`src/rtl/display_scan_digits.sv`:
```
// Multiplexed seven-segment scanner: one shared segment bus, one select per digit.
// Number updates are staged in a shadow set and only committed at frame boundaries.
module display_scan_digits #(
  parameter int n_digits       = 6,
  parameter int scan_div       = 50000,
  parameter int blink_div      = 12500000,
  parameter bit seg_active_low = 1'b1,
  parameter bit dig_active_low = 1'b1
) (
  input  logic                    clk,
  input  logic                    reset,
  input  logic                    load,
  input  logic [4*n_digits-1:0]   number,
  input  logic [n_digits-1:0]     dots,
  input  logic [n_digits-1:0]     blink,
  input  logic                    lz_blank,
  output logic [7:0]              abcdefgh,
  output logic [n_digits-1:0]     digit,
  output logic                    pending,
  output logic                    frame_tick
);

  localparam int CW = (scan_div > 1) ? $clog2(scan_div) : 1;
  localparam int IW = (n_digits > 1) ? $clog2(n_digits) : 1;
  localparam int BW = (blink_div > 1) ? $clog2(blink_div) : 1;
  localparam logic [CW-1:0] cnt_last  = CW'(scan_div - 1);
  localparam logic [IW-1:0] idx_last  = IW'(n_digits - 1);
  localparam logic [BW-1:0] bcnt_last = BW'(blink_div - 1);

  logic [CW-1:0]           cnt;
  logic [IW-1:0]           idx;
  logic [BW-1:0]           bcnt;
  logic                    phase;
  logic [4*n_digits-1:0]   sh_number, dp_number;
  logic [n_digits-1:0]     sh_dots, dp_dots, sh_blink, dp_blink;
  logic                    sh_lz, dp_lz;

  logic                    slot_end, boundary;
  logic [3:0]              cur_nib;
  logic                    cur_dot, cur_blink, cur_blank, all_zero;
  logic [6:0]              shape;
  logic [7:0]              seg_on;
  logic [n_digits-1:0]     dig_on;

  assign slot_end = (cnt == cnt_last);
  assign boundary = slot_end && (idx == idx_last);

  // Walk from the most significant digit down so all_zero covers digit i and everything above it.
  always_comb begin
    cur_nib   = 4'd0;
    cur_dot   = 1'b0;
    cur_blink = 1'b0;
    cur_blank = 1'b0;
    all_zero  = 1'b1;
    for (int i = n_digits - 1; i >= 0; i--) begin
      all_zero = all_zero && (dp_number[4*i +: 4] == 4'd0);
      if (int'(idx) == i) begin
        cur_nib   = dp_number[4*i +: 4];
        cur_dot   = dp_dots[i];
        cur_blink = dp_blink[i];
        cur_blank = dp_lz && (i != 0) && all_zero;
      end
    end
  end

  // Shapes as a..g, active-high.
  always_comb begin
    shape = 7'b0000000;
    case (cur_nib)
      4'h0: shape = 7'b1111110;
      4'h1: shape = 7'b0110000;
      4'h2: shape = 7'b1101101;
      4'h3: shape = 7'b1111001;
      4'h4: shape = 7'b0110011;
      4'h5: shape = 7'b1011011;
      4'h6: shape = 7'b1011111;
      4'h7: shape = 7'b1110000;
      4'h8: shape = 7'b1111111;
      4'h9: shape = 7'b1111011;
      4'hA: shape = 7'b1110111;
      4'hB: shape = 7'b0011111;
      4'hC: shape = 7'b1001110;
      4'hD: shape = 7'b0111101;
      4'hE: shape = 7'b1001111;
      4'hF: shape = 7'b1000111;
      default: shape = 7'b0000000;
    endcase
  end

  assign seg_on = (cur_blink && phase) ? 8'h00 : {(cur_blank ? 7'b0000000 : shape), cur_dot};
  assign dig_on = (cnt == '0) ? '0 : (n_digits'(1) << idx);

  always_ff @(posedge clk or posedge reset) begin
    if (reset) begin
      cnt        <= '0;
      idx        <= '0;
      bcnt       <= '0;
      phase      <= 1'b0;
      sh_number  <= '0;
      sh_dots    <= '0;
      sh_blink   <= '0;
      sh_lz      <= 1'b0;
      dp_number  <= '0;
      dp_dots    <= '0;
      dp_blink   <= '0;
      dp_lz      <= 1'b0;
      pending    <= 1'b0;
      digit      <= {n_digits{dig_active_low}};
      abcdefgh   <= {8{seg_active_low}};
      frame_tick <= 1'b0;
    end else begin
      cnt <= slot_end ? '0 : cnt + 1'b1;
      if (slot_end) idx <= (idx == idx_last) ? '0 : idx + 1'b1;

      if (bcnt == bcnt_last) begin
        bcnt  <= '0;
        phase <= ~phase;
      end else begin
        bcnt <= bcnt + 1'b1;
      end

      if (load) begin
        sh_number <= number;
        sh_dots   <= dots;
        sh_blink  <= blink;
        sh_lz     <= lz_blank;
      end

      // A load on the boundary itself bypasses the shadow and never raises pending.
      if (boundary) begin
        if (load) begin
          dp_number <= number;
          dp_dots   <= dots;
          dp_blink  <= blink;
          dp_lz     <= lz_blank;
        end else if (pending) begin
          dp_number <= sh_number;
          dp_dots   <= sh_dots;
          dp_blink  <= sh_blink;
          dp_lz     <= sh_lz;
        end
        pending <= 1'b0;
      end else if (load) begin
        pending <= 1'b1;
      end

      digit      <= dig_on ^ {n_digits{dig_active_low}};
      abcdefgh   <= seg_on ^ {8{seg_active_low}};
      frame_tick <= boundary;
    end
  end

endmodule
```
`config.mk`:
```
export PLATFORM = sky130hd
export DESIGN_NAME = display_scan_digits
export DESIGN_NICKNAME = d
export VERILOG_FILES = /design/src/rtl/display_scan_digits.sv
export SDC_FILE = /design/constraint.sdc
export NUM_CORES = 1
export LEC_CHECK = 0
export BUFFER_PORTS_ARGS = -buffer_cell sky130_fd_sc_hd__buf_2
export CORE_AREA = 4 4 108 110
export CTS_CLUSTER_DIAMETER = 30
export DETAILED_ROUTE_END_ITERATION = 10
export DIE_AREA = 0 0 112 114
export PLACE_DENSITY = 0.88
export RECOVER_POWER = 50
export SYNTH_ARGS = -nofsm -noshare
export SYNTH_HDL_FRONTEND = slang
export SYNTH_SLANG_ARGS = --single-unit
```
`constraint.sdc`:
```
create_clock -name clk -period 12 [get_ports clk]
set_clock_uncertainty 0.05 [all_clocks]
set_input_delay 3.6 -clock clk [delete_from_list [all_inputs] [get_ports clk]]
set_output_delay 3.6 -clock clk [all_outputs]
set_load 0.005 [all_outputs]
```
==> impl_metrics.toml <==
[outcome]
outcome = "complete, but fails checks"
violations = "max-capacitance violations, max-slew violations"

[final_layout]
diodes = 0
final_util_pct = 67.3
nets = 616
areaGrowthSynthToFinish_pct = 15.3
drive_above_1_share_pct = 28.7

[die]
dieHeight_um = 114
dieArea_mm2 = 0.0128
rows = 38
core-area_mm2 = 0.0107
io_pins = 56
start_util_pct = 58.4
die_x_um = 112

[global_route]
grt_max_degree = 73
grt_pass1_vias = 4428
grt_pass1_wl_mm = 22.1
grtUsageTotal_pct = 21.8
antenna_found_initial = 0
grt.overflow.total = 0

[sta]
drv_slew = 103
slew_headroom_pct = -77.7
post-route-period-util_pct = 53.1
setup_tns_ps = 0
hold_viol = 0
fmax_mhz = 157
fin_hold_ws_ps = 437
worstMarginPinSlew_ps = 2650
rsz0062_at_grt = "false"
setup_viol = 0
fin_crit_ps = 6370

[pwr]
p_leak_nw = 3.36
powerDensity_mw_per_mm2 = 144
ir_worst_vdd_uv = 97.3
p_total_mw = 1.04

[setup_path]
endpoint_kind = "flip-flop"
worst-path-max-fanout = 38
cp-start-kind = "input pin"
worstPathArrival_ps = 6720
path_cells = "clkbuf_1, nor2_1, or3b_2, mux2_4"
crit_type = "input pin to flip-flop"
cp.required_ps = 12350
max_stage_delay_ps = 1400
crit_slowest_cell = "clkbuf_1"

[cts]
clkSinkCount = 134
cts_tree = "done"
cts_setup_buffers = 0
numCtsBuffers = 17
clock_path_buffers = 2
clkTransAtPathRegs_ps = 60
htreeDepth = 4
insertion_delay_ps = 520
cts_resized = 0
holdBufCountCts = 0
root_buffer = "clkbuf_8"

[synthesis]
ys_seq_area_share_pct = 54.0
synth_seq_cells = 134
synth_cells = 510
synth.net_count = 560
yosys.area.top_type_share_pct = 48.1
avgSynthCellArea_um2 = 12.2
ys.warnings.count = 0
synthTopCellsByArea = "dfrtp_1, mux2_2, mux2_4"
async_flop_share_pct = 100
synth_edf_count = 0
synth.cell_area_mm2 = 0.00625
yosysUniqueCellTypes = 52
synth-main-ff-cell = "dfrtp_1"
yosysTopAreaCell = "dfrtp_1"

[routing]
viasPerCell = 5.75
routed_wl_mm = 13.2
drc = 0
avgRoutedWirePerCell_um = 18.3
ant_nets = 0
via_count = 4137
first_iter_violations = 256
dr.pass1.iters = 4

[flow_run]
max-cap-violations = 2

[hold_path]
hold_class = "flip-flop to flip-flop"

[place]
dpl.hpwl_mm = 8.98
globalplace.congestion = 0.859
port-buffer-count = 55
placed cells by master (no fill, tap or decap), drive strengths merged, types with 4 or more instances in the layout:
| master | count |
|---|---|
| a211oi | 9 |
| a21oi | 5 |
| and3 | 7 |
| buf | 56 |
| bufinv | 4 |
| clkbuf | 24 |
| clkinv | 6 |
| dfrtp | 120 |
| dfstp | 14 |
| ha | 10 |
| inv | 14 |
| mux2 | 81 |
| mux2i | 11 |
| nand2 | 29 |
| nand3 | 23 |
| nand4 | 7 |
| nor2 | 39 |
| nor2b | 4 |
| nor3 | 16 |
| nor4 | 9 |
| o211ai | 4 |
| o21ai | 7 |
| or4 | 4 |
| xnor2 | 22 |
| xor2 | 14 |
worst paths after layout:
check,cells after the start,to,slack (ps),from
min,1,sh_number[15],440,sh_number[15]
max reg2reg,5,dp_number[8],8070,cnt[10]
min in group asynchronous,2,cnt[10],3760,reset
max,4,dp_number[8],5630,load
min reg2reg,1,sh_number[15],440,sh_number[15]
max in group asynchronous,3,sh_number[18],6320,reset
routing by layer:
layer	GRT usage, %	up-vias	wire length [um]
met2	36.3	116	6720
met1	26.6	2069	5370
met4	10.7	0	368
met5	0	-	0
met3	5.84	30	699
li1	-	1922	-
logic make-up after synthesis:
family	share of synthesized area, %
xor+xnor	5.05
mux	18.2
flops	54.0
fa+ha+maj	2.00
compound gates	5.65
buf+inv	2.66
simple gates	12.5
state kept, by name, indices dropped and copies added, names as in the netlist, 3 cells and up:
signal and flops:
bcnt 24, dp_number 24, sh_number 24, cnt 16, abcdefgh 8, digit 6
dp_blink 6, dp_dots 6, sh_blink 6, sh_dots 6, idx 3
cells in the mapped netlist (8+ instances only):
cell,number
a211oi_1,9
ha_1,10
inv_1,15
xnor2_1,22
nand3_1,23
mux2i_1,11
mux2_4,30
xor2_1,14
clkbuf_1,16
nor2_1,39
mux2_2,51
dfrtp_1,120
nor4_1,8
nor3_1,16
nand2_1,29
dfstp_2,14
stage by stage:
step,std cells,area [um^2],setup WS (ps)
finish,719,7200,5630
global route,719,7200,5390
CTS,719,7230,6500
detailed placement,687,6620,5940
global placement,687,6620,6070
floorplan,510,6250,4790
worst max-delay path: cells and delay by family:
| family | cells | cell delay [ps] |
|---|---|---|
| buffers and inverters | 1 | 1400 |
| AND/OR/NAND/NOR | 2 | 1230 |
| multiplexers | 1 | 480 |
area by class of cell:
type                            instances  area, um^2
Clock buffer                           22         463
Clock inverter                         10         150
Fill cell                             773        3500
Inverter                               15        57.6
Multi-Input combinational cell        340        2690
Sequential cell                       134        3370
Tap cell                              140         175
Timing Repair Buffer                   58         293
power breakdown:
| group | switching [mW] | total, mW | internal, mW |
|---|---|---|---|
| sequential | 0.00330 | 0.468 | 0.465 |
| clock | 0.183 | 0.535 | 0.352 |
| combinational | 0.0204 | 0.0353 | 0.0149 |
Note: power is estimated with default switching activity, not from simulation.
